File: config.mk
export PLATFORM = sky130hd
export DESIGN_NAME = cs_window_param
export DESIGN_NICKNAME = d
export VERILOG_FILES = /design/src/rtl/cs_window_param.sv
export SDC_FILE = /design/constraint.sdc
export NUM_CORES = 1
export LEC_CHECK = 0
export BUFFER_PORTS_ARGS = -buffer_cell sky130_fd_sc_hd__buf_4
export CAP_MARGIN = 15
export CORE_MARGIN = 5
export CORE_UTILIZATION = 35
export DETAILED_ROUTE_END_ITERATION = 10
export GPL_TIMING_DRIVEN = 0
export MAX_ROUTING_LAYER = met4
export PLACE_DENSITY_LB_ADDON = 0.15
export SLEW_MARGIN = 5
export SYNTH_ARGS = -nofsm -noshare
export SYNTH_HDL_FRONTEND = slang
export SYNTH_SLANG_ARGS = --single-unit
File: constraint.sdc
create_clock -name clk -period 64.3 [get_ports clk]
set_input_delay 3.215 -clock clk [delete_from_list [all_inputs] [get_ports clk]]
set_output_delay 3.215 -clock clk [all_outputs]
set_load 0.005 [all_outputs]
File: src/rtl/cs_window_param.sv
// Sliding-window approximate-average filter: N-deep sample window, running sum,
// and a mean-relative member pick (nearest-below or nearest-above) folded into a scaled sum.
module cs_window_param #(
    parameter int DW    = 8,
    parameter int N     = 9,
    parameter int SHIFT = 3,
    parameter int OW    = 10
) (
    input  logic          clk,
    input  logic          reset,
    input  logic          clear,
    input  logic          in_valid,
    input  logic [DW-1:0] X,
    input  logic          mode,
    output logic          y_valid,
    output logic [OW-1:0] Y
);
    // Handshake: in_valid qualifies X and is always consumed (no backpressure) unless
    // reset or clear wins that cycle; y_valid is a one-cycle pulse qualifying a new Y.
    localparam int SW = DW + $clog2(2 * N);
    localparam int TW = SW + 1;
    localparam int FW = $clog2(N + 1);

    logic [DW-1:0] win [N];
    logic [SW-1:0] s_q;
    logic [FW-1:0] fill_q;
    logic [FW-1:0] fill_next;
    logic          pending_q;
    logic          mode_q;

    logic [DW-1:0] a_lo;
    logic [DW-1:0] a_hi;
    logic [DW-1:0] a_sel;
    logic [TW-1:0] t_sum;
    logic [TW-1:0] t_shr;
    logic [OW-1:0] y_next;

    assign fill_next = (fill_q == FW'(N)) ? fill_q : fill_q + FW'(1);

    // Stage 1: window, running sum, fill count, and the pending/mode pair for stage 2.
    always_ff @(posedge clk) begin
        if (!reset || clear) begin
            for (int i = 0; i < N; i++) win[i] <= '0;
            s_q       <= '0;
            fill_q    <= '0;
            pending_q <= 1'b0;
            mode_q    <= 1'b0;
        end else if (in_valid) begin
            win[0] <= X;
            for (int i = 1; i < N; i++) win[i] <= win[i-1];
            s_q       <= s_q + SW'(X) - SW'(win[N-1]);
            fill_q    <= fill_next;
            pending_q <= (fill_next == FW'(N));
            mode_q    <= mode;
        end else begin
            pending_q <= 1'b0;
        end
    end

    // Comparing Xi*N against S avoids dividing S by N to get the mean.
    always_comb begin
        a_lo = '0;
        a_hi = '1;
        for (int i = 0; i < N; i++) begin
            if ((SW'(win[i]) * SW'(N) <= s_q) && (win[i] >= a_lo)) a_lo = win[i];
            if ((SW'(win[i]) * SW'(N) >= s_q) && (win[i] <= a_hi)) a_hi = win[i];
        end
        a_sel  = mode_q ? a_hi : a_lo;
        t_sum  = TW'(s_q) + TW'(a_sel) * TW'(N);
        t_shr  = t_sum >> SHIFT;
        y_next = ((t_shr >> OW) != '0) ? '1 : OW'(t_shr);
    end

    // Stage 2: Y only moves on a pulse; clear kills an in-flight result but keeps Y.
    always_ff @(posedge clk) begin
        if (!reset) begin
            y_valid <= 1'b0;
            Y       <= '0;
        end else if (clear) begin
            y_valid <= 1'b0;
        end else if (pending_q) begin
            y_valid <= 1'b1;
            Y       <= y_next;
        end else begin
            y_valid <= 1'b0;
        end
    end

endmodule

==> flow_summary.ini <==
[yosys]
yosysSeqAreaShare_pct = 18.0
syn_area_um2 = 15400
synthFlopType = edfxtp_1
synth.area.top_cells = ha_1, edfxtp_1, inv_1, a21oi_1, dfxtp_1
syn_area_per_cell_um2 = 8.43
synthArstFlopShare_pct = 0
syn-instance-count = 1823
synth_top_area_share_pct = 28.2
synthesis.nets = 2204
synth_top_cell_by_area = ha_1
yosysUniqueCellTypes = 85
ys_ff_latch = 102
yosys_warnings = 0
synth_edf_count = 72

[clocking]
cts_tree = done
htreeDepth = 3
cts_sinks = 102
cts_buffers = 9
cts_buffer_depth = 2
path_clk_slew_ns = 0.10
postCtsSetupRepairBufs = 0
cts_resized = 0
worstSkewPairLatency_ns = 0.39
cts_root_buffer = clkbuf_16
postCtsHoldBufs = 0

[die]
dieHeight_um = 220
die_area_um2 = 48200
pin_count = 24
coreArea_um2 = 43300
die_x_um = 220
row_count = 76
initial_core_util_pct = 35.5

[critical_path]
cp-end-kind = flip-flop
critPathSlowestCell = a211oi_1
reg2reg_slack_ns = 39.84
start_kind = flip-flop
r2r_end = Y[8]
cpMostUsedCell = a21oi_1
cp-endpoint = Y[8]
reg2reg_depth = 118
r2r_start = win[0][4]
path_class = reg -> reg
worst-path-max-fanout = 10
worstSetupStartpoint = win[0][4]
slowest_delay_ns = 0.62
required_ns = 64.56
arrival_ns = 24.72

[routing]
detail_route.wl_per_cell_um = 19.5
vias = 13300
vias_per_cell = 5.40
drc = 0
wirelength_mm = 47.9
drt-pass1-iter-count = 5
ant_nets = 0
drtIter0Drc = 769

[sta]
slew_viol_final = 0
fin_setup_tns_ns = 0
finalHoldViolCount = 0
max_freq_mhz = 40.9
hold_slack_ns = 0.501
fin_skew_ns = 0.0235
tightest_slew_ns = 1.16
setup_viol_count_final = 0
slew_headroom_pct = 22.7
fin_ws_ns = 39.84
post-route-period-util_pct = 38.0
rsz0062_at_grt = false
fin_crit_ns = 24.46

[placement]
numPortBuffers = 23
place_ws_ns = 40.16
place_congestion = 0.877
post-dp-hpwl_mm = 37.4
place_inst = 2436

[pwr]
ir_worst_vdd_mv = 0.0523
pwr-share-comb_pct = 84.4
pwr-share-clk_pct = 6.6
seqPwrFrac_pct = 9.0
total_power_mw = 0.888
p_sw_mw = 0.477
p_sw_share_pct = 53.7
p_per_area_nw_per_um2 = 53.2
leakagePower_nw = 8.00
internal_power_mw = 0.411

[global_route]
grt_pass1_vias = 13500
grt.total_usage_pct = 20.7
overflow = 0
antenna_found_initial = 1
grt_pass1_wl_mm = 75.2
grt_max_degree = 41

[final_layout]
instances_no_fill = 2452
fillers = 4452
nets = 2243
diodes = 0
area.growth.synth_to_final_pct = 8.54
drive_gt1_share_pct = 6.11

[status]
status = finished clean

[min_path]
hp-class = reg -> reg

[job]
cap_violations = 0
[how the worst min path moves through the flow]
stage	startpoint	endpoint	slack, ns	depth (start not counted)
final	s_q[7]	s_q[7]	0.50	2
after detailed placement	s_q[5]	s_q[5]	0.48	2
after global routing	s_q[5]	s_q[5]	0.53	2
after global placement	s_q[6]	s_q[6]	0.47	2
after floorplan	s_q[6]	s_q[6]	0.46	2
after CTS	s_q[6]	s_q[6]	0.50	2
[per-layer routing]
layer	vias to the layer above	share of wire, %	GRT usage (%)	wire length, um
met5	-	0	-	0
met4	0	3.6	7.43	1720
met3	72	3.7	2.39	1750
met2	278	46	33.5	21800
met1	6286	47	26.9	22600
li1	6616	-	-	-
[kinds of logic (layout without fill, tap and decap cells)]
kind of cell | Yosys count | count (layout) | synth area share (%)
and+or+nand+nor | 478 | 478 | 15.7
xor gates and xnor gates | 69 | 69 | 3.93
buffers and inverters | 271 | 315 | 6.80
muxes | 84 | 84 | 5.76
adders and majority gates | 369 | 369 | 31.1
AOI/OAI and AO/OA | 450 | 450 | 18.7
DFF | 102 | 102 | 18.0
[synth_stat cells (3+ instances only)]
library cell  number
o21a_1            29
a21oi_1          165
or4_1              4
clkbuf_1          27
nor3_1            51
xor2_1            14
a31oi_1            6
ha_1             346
inv_1            236
buf_6              3
nor2b_1           31
o211ai_1           9
or2_2              6
a311oi_1           3
and3_1            14
dfxtp_1           30
xnor2_1           55
nand4_1           21
a21o_1            50
nand2b_1          30
mux2i_1           51
a31o_2             4
o21ai_1           10
nand4b_1           3
fa_1              22
or3_1              5
o21bai_1          12
a21oi_2            3
a211o_1            5
a21boi_0           4
nor2_1           113
buf_1              3
a211oi_1          24
o21ai_0           76
nand2_1           96
o22ai_1            5
mux2_2            32
edfxtp_1          72
nand3_1           42
o31ai_1            7
and2_1            41
nor4_1             4
and4_1             4
o31a_1             6
[metrics by stage]
stage,instance area (um2),util (%)
final,16700,38.6
after global routing,16700,38.6
after CTS,16700,38.6
after detailed placement,16400,37.9
after global placement,16300,37.6
after floorplan,15400,-
[cell usage in the layout, fill, tap and decap left out, types with 9 or more instances in the layout]
cell	count
a211oi_1	24
a21o_1	50
a21oi_1	165
and2_1	41
and3_1	14
buf_4	24
clkbuf_1	28
clkbuf_16	9
dfxtp_1	30
edfxtp_1	72
fa_1	22
ha_1	346
inv_1	236
mux2_2	32
mux2i_1	51
nand2_1	96
nand2b_1	29
nand3_1	42
nand4_1	21
nor2_1	113
nor2b_1	31
nor3_1	51
o211ai_1	9
o21a_1	29
o21ai_0	76
o21ai_1	10
o21bai_1	12
xnor2_1	55
xor2_1	14
[layout make-up]
| type | count | area (um2) | share of cell area [%] |
|---|---|---|---|
| well taps | 585 | 732 | 4.39 |
| clock inverters | 6 | 50.0 | 0.300 |
| flip-flops and latches | 102 | 2760 | 16.6 |
| plain buffers | 35 | 159 | 0.952 |
| inverters | 236 | 886 | 5.31 |
| multi-input cells | 1450 | 11600 | 69.4 |
| repair buffers | 28 | 294 | 1.76 |
| clock buffers | 10 | 229 | 1.37 |
[state kept, by name, indices dropped and copies added, names as in the netlist]
register	flops
fill_q	4
Y	10
y_valid	1
mode_q	1
s_q	13
win	72
pending_q	1
[worst max-delay path: cells and delay by family, from the launching register on]
family / cells / cell delay [ns]
xor gates and xnor gates: 1 / 0.15
adders and majority gates: 15 / 4.64
AOI/OAI and AO/OA: 60 / 12.11
and+or+nand+nor: 24 / 3.07
buffers and inverters: 12 / 1.89
muxes: 6 / 1.90
DFF: 1 / 0.54
[power groups by stage]
stage	combinational (mW)	sequential [mW]	clock, mW
2_1_floorplan	0.579	0.0781	0
3_3_place_gp	0.733	0.0817	0
3_5_place_dp	0.744	0.0814	0
4_1_cts	0.751	0.0799	0.0603
5_1_grt	0.853	0.0804	0.0623
6_report	0.750	0.0799	0.0587
Note: power is estimated with default switching activity, not from simulation.
